===== config.mk =====
export PLATFORM = sky130hd
export DESIGN_NAME = serial_adder_ctrl
export DESIGN_NICKNAME = d
export VERILOG_FILES = /design/src/rtl/serial_adder_ctrl_pkg.sv /design/src/rtl/full_adder.sv /design/src/rtl/half_adder.sv /design/src/rtl/serial_adder_ctrl.sv
export SDC_FILE = /design/constraint.sdc
export NUM_CORES = 1
export LEC_CHECK = 0
export BUFFER_PORTS_ARGS = -buffer_cell sky130_fd_sc_hd__clkbuf_2
export CAP_MARGIN = 20
export CORE_UTILIZATION = 54
export DETAILED_ROUTE_END_ITERATION = 12
export GPL_ROUTABILITY_DRIVEN = 0
export HOLD_SLACK_MARGIN = 0.12
export PLACE_DENSITY = 0.78
export SLEW_MARGIN = 20
export SYNTH_ARGS = -nofsm -noshare
export SYNTH_HDL_FRONTEND = slang
export SYNTH_HIERARCHICAL = 1
export SYNTH_SLANG_ARGS = --single-unit

===== constraint.sdc =====
create_clock -name i_clk -period 1.7 [get_ports i_clk]
set_input_delay 0.34 -clock i_clk [delete_from_list [all_inputs] [get_ports i_clk]]
set_output_delay 0.34 -clock i_clk [all_outputs]
set_load 0.02 [all_outputs]

===== src/rtl/serial_adder_ctrl_pkg.sv =====
// Shared definitions for the bit-serial adder controller: FSM encoding and
// the default operand width.
package serial_adder_ctrl_pkg;

    localparam int DEFAULT_WIDTH = 8;

    typedef enum logic [1:0] {
        ST_IDLE = 2'd0,
        ST_RUN  = 2'd1,
        ST_DONE = 2'd2
    } state_e;

endpackage


===== src/rtl/full_adder.sv =====
// One-bit full adder made of two half adders; the carry-out is the OR of
// the two half-adder carries, which can never both be high.
module full_adder (
    input  logic a_i,
    input  logic b_i,
    input  logic cin_i,
    output logic sum_o,
    output logic cout_o
);

    logic ab_sum;
    logic ab_carry;
    logic abc_carry;

    half_adder u_ha_ab (
        .a_i     (a_i),
        .b_i     (b_i),
        .sum_o   (ab_sum),
        .carry_o (ab_carry)
    );

    half_adder u_ha_cin (
        .a_i     (ab_sum),
        .b_i     (cin_i),
        .sum_o   (sum_o),
        .carry_o (abc_carry)
    );

    assign cout_o = ab_carry | abc_carry;

endmodule


===== src/rtl/half_adder.sv =====
// Single-bit half adder, the basic building block of the serial adder slice.
module half_adder (
    input  logic a_i,
    input  logic b_i,
    output logic sum_o,
    output logic carry_o
);

    assign sum_o   = a_i ^ b_i;
    assign carry_o = a_i & b_i;

endmodule


===== src/rtl/serial_adder_ctrl.sv =====
// Bit-serial adder: adds two WIDTH-bit operands LSB-first through a single
// full-adder slice, one bit per clock, and presents the registered result.
module serial_adder_ctrl
    import serial_adder_ctrl_pkg::*;
#(
    parameter int WIDTH = DEFAULT_WIDTH
) (
    input  logic             i_clk,
    input  logic             i_rst_n,
    input  logic             i_start,
    input  logic [WIDTH-1:0] i_a,
    input  logic [WIDTH-1:0] i_b,
    output logic             o_busy,
    output logic             o_done,
    output logic [WIDTH-1:0] o_sum,
    output logic             o_c,
    output state_e           o_state
);

    // Handshake: i_start is sampled only in IDLE, where it is always accepted
    // and i_a/i_b are captured; o_done is a one-cycle pulse, and o_sum/o_c
    // stay stable from that pulse until the next accepted start.

    localparam int                CNT_W    = $clog2(WIDTH) + 1;
    localparam logic [CNT_W-1:0] LAST_CNT = CNT_W'(WIDTH - 1);

    state_e             state_q, state_d;
    logic [WIDTH-1:0]   a_q, a_d;
    logic [WIDTH-1:0]   b_q, b_d;
    logic [WIDTH-2:0]   res_q, res_d;
    logic               carry_q, carry_d;
    logic [CNT_W-1:0]   cnt_q, cnt_d;
    logic [WIDTH-1:0]   sum_q, sum_d;
    logic               c_q, c_d;

    logic               fa_sum;
    logic               fa_cout;
    logic [WIDTH-1:0]   res_next;

    full_adder u_full_adder (
        .a_i    (a_q[0]),
        .b_i    (b_q[0]),
        .cin_i  (carry_q),
        .sum_o  (fa_sum),
        .cout_o (fa_cout)
    );

    // The new sum bit enters at the MSB; the LSB drops out of the W-1 bit
    // shift register, so after WIDTH steps res_next is the complete sum.
    assign res_next = {fa_sum, res_q};

    always_comb begin
        state_d = state_q;
        a_d     = a_q;
        b_d     = b_q;
        res_d   = res_q;
        carry_d = carry_q;
        cnt_d   = cnt_q;
        sum_d   = sum_q;
        c_d     = c_q;

        case (state_q)
            ST_IDLE: begin
                if (i_start) begin
                    a_d     = i_a;
                    b_d     = i_b;
                    res_d   = '0;
                    carry_d = 1'b0;
                    cnt_d   = '0;
                    state_d = ST_RUN;
                end
            end
            ST_RUN: begin
                a_d     = a_q >> 1;
                b_d     = b_q >> 1;
                res_d   = res_next[WIDTH-1:1];
                carry_d = fa_cout;
                cnt_d   = cnt_q + CNT_W'(1);
                if (cnt_q == LAST_CNT) begin
                    sum_d   = res_next;
                    c_d     = fa_cout;
                    state_d = ST_DONE;
                end
            end
            ST_DONE: begin
                state_d = ST_IDLE;
            end
            default: begin
                state_d = ST_IDLE;
            end
        endcase
    end

    always_ff @(posedge i_clk or negedge i_rst_n) begin
        if (!i_rst_n) begin
            state_q <= ST_IDLE;
            a_q     <= '0;
            b_q     <= '0;
            res_q   <= '0;
            carry_q <= 1'b0;
            cnt_q   <= '0;
            sum_q   <= '0;
            c_q     <= 1'b0;
        end else begin
            state_q <= state_d;
            a_q     <= a_d;
            b_q     <= b_d;
            res_q   <= res_d;
            carry_q <= carry_d;
            cnt_q   <= cnt_d;
            sum_q   <= sum_d;
            c_q     <= c_d;
        end
    end

    assign o_busy  = (state_q == ST_RUN) || (state_q == ST_DONE);
    assign o_done  = (state_q == ST_DONE);
    assign o_sum   = sum_q;
    assign o_c     = c_q;
    assign o_state = state_q;

endmodule


==> flow_summary.ini <==
[sta]
finalCritPeriodShare_pct = 97.1
worstMarginPinSlew_ns = 0.612
worst_slack_ns = 0.0489
period_minus_slack_ns = 1.65
hold_viol_final = 0
max_freq_mhz = 606
rsz0062_at_grt = true
max-slew-margin-rel_pct = 59.2
slew_violations = 0
setup_violations = 0
skew_ns = 0.00533

[critical_path]
slowest_stage = dfrtp_1
critPathMaxStageDelay_ns = 0.40
cp.required_ns = 1.36
crit_chain = inv_1 -> ha_1 -> clkbuf_2
cp-end-kind = output pin
critPathLaunchType = flop
cp_data_arrival_time_ns = 1.31
worstSetupPathType = flop to output pin
cp_max_fo = 4

[logic_synthesis]
synth_edf_count = 0
async_reset_ff_share_pct = 100
syn_area_um2 = 1770
syn-num-nets = 168
yosys-top-cells-area = dfrtp_1, mux2i_1, mux2_4
yosysSeqAreaShare_pct = 55.1
ys.flop_type = dfrtp_1
yosysUniqueCellTypes = 26
synthCells = 143
synth-seq-cells = 39
synth_top_area_cell = dfrtp_1
yosysWarnings = 6
synth_top_area_share_pct = 55.1
syn_avg_cell_area_um2 = 12.4

[routing]
drt_iter0_drc = 32
wl_per_cell_um = 14.1
wirelength_um = 3210
drt_first_pass_iters = 4
vias = 1194
vias_per_cell = 5.24
ant_nets = 0
drc = 0

[die]
die_h_um = 59.3
die_w_um = 59.3
fp-row-count = 20
ios = 32
die-area_um2 = 3510
core_area_um2 = 3080
start_util_pct = 57.5

[global_routing]
grt-ovfl-total = 0
antenna_found_initial = 0
grt_pass1_vias = 1226
grt_usage_pct = 22.1
grt_pass1_wl_um = 5590
grt_max_degree = 29

[pwr]
ir_drop_mv = 0.840
power.density_nw_per_um2 = 1690
p_leak_nw = 1.09

[final_layout]
fin_nets = 208
area_delta_synth_final_pct = 18.4
fin_area_um2 = 2100
drive_gt1_share_pct = 34.8
layout_commonest_cell = dfrtp_1
n_antenna_cell = 0
final_cell_mix = dfrtp_1, clkbuf_2, nand2_1
final_util_pct = 68.1

[placement]
io_buffers = 31
hpwl_um = 2310
placed_area_um2 = 2000
place_ws_ns = -0.0267

[clock_tree]
clk_latency_ns = 0.35
clockRootBuffer = clkbuf_4
cts_made_buffers = 5
cts_buffer_depth = 2
cts_tree = done
cts_max_level = 2
cts_sinks = 39
clk_pin_slew_ns = 0.11

[flow_run]
max_cap_violations = 0

[status]
outcome = finished clean

[worst_hold_path]
min_path_type = input pin to flop
## final cells by class
| type | instances | area, um2 |
|---|---|---|
| Fill cell | 245 | 982 |
| Sequential cell | 39 | 976 |
| Multi-Input combinational cell | 92 | 747 |
| Timing Repair Buffer | 42 | 256 |
| Tap cell | 44 | 55.1 |
| Clock buffer | 7 | 45.0 |
| Inverter | 3 | 11.3 |
| Clock inverter | 1 | 5.00 |
## power by group
group	leakage [nW]	internal [mW]	switching, mW
Combinational	0.544	0.752	0.829
Clock	0.0293	0.161	0.295
Sequential	0.512	1.28	0.227
## final timing paths
path,from,end,slack [ns],cells past startpoint
setup / recovery,o_state[0],o_busy,0.05,3
hold / removal,i_b[7],b_q[7],0.22,3
setup reg to reg,o_state[0],cnt_q[0],0.06,5
hold reg to reg,b_q[4],b_q[4],0.50,2
max in group asynchronous,i_rst_n,b_q[0],0.63,3
min in group asynchronous,i_rst_n,a_q[4],0.52,2
## per-stage QoR
| step | cells | total power [mW] | TNS, ns | hold WS (ns) |
|---|---|---|---|---|
| final | 228 | 3.54 | 0 | 0.218 |
| after CTS | 225 | 3.49 | 0 | 0.208 |
| after floorplan | 143 | 2.60 | 0 | 0.0444 |
| after detailed placement | 216 | 3.03 | -0.143 | 0.388 |
| after global placement | 216 | 2.93 | 0 | 0.376 |
| after global routing | 228 | 3.84 | -0.0210 | 0.220 |
## metal layers
metal  GRT usage [%]  vias up  routed length, um
met5               0        -                  0
met4            11.2        0                 72
met3            4.59        8                 97
met2            34.8       22               1620
met1            29.0      582               1410
li1                -      582                  -
## sequential cells by signal (all words and copies together) (netlist names)
name / cells
res_q: 7
a_q: 8
b_q: 8
carry_q: 1
o_state: 2
o_sum: 8
cnt_q: 4
o_c: 1
## cells by family (layout without fill, tap and decap cells)
group           after synthesis  count (layout)  synth area share [%]
fa+ha+maj                     6               6                  4.24
simple gates                 31              31                  8.62
buf+inv                      12              53                  3.46
flops                        39              39                  55.1
mux                          25              25                  17.5
compound gates               30              30                  11.1
## worst max-delay path: cells and delay by family, from the launching register on
family / cells / cell delay [ns]
DFF: 1 / 0.40
buffers and inverters: 2 / 0.26
adders and majority gates: 1 / 0.30
## cells in the mapped netlist (2+ instances only)
master and n:
nand3b_1 2, a22oi_1 2, buf_2 7, mux2_4 9
or2_1 2, nand2_1 17, ha_1 6, a22o_1 9
inv_1 2, nand2b_1 4, mux2i_1 14, nand3_1 2
o21ai_1 16, dfrtp_1 39
## repair_timing
item / in CTS / in global routing
hold buffers: 1 / 0
endpoints found under the setup margin: 9 / 18
resized for setup: 2 / 4
buffers inserted: 0 / 3
endpoints found under the hold margin: 24 / 0
Power figures use the tool's default switching activity.
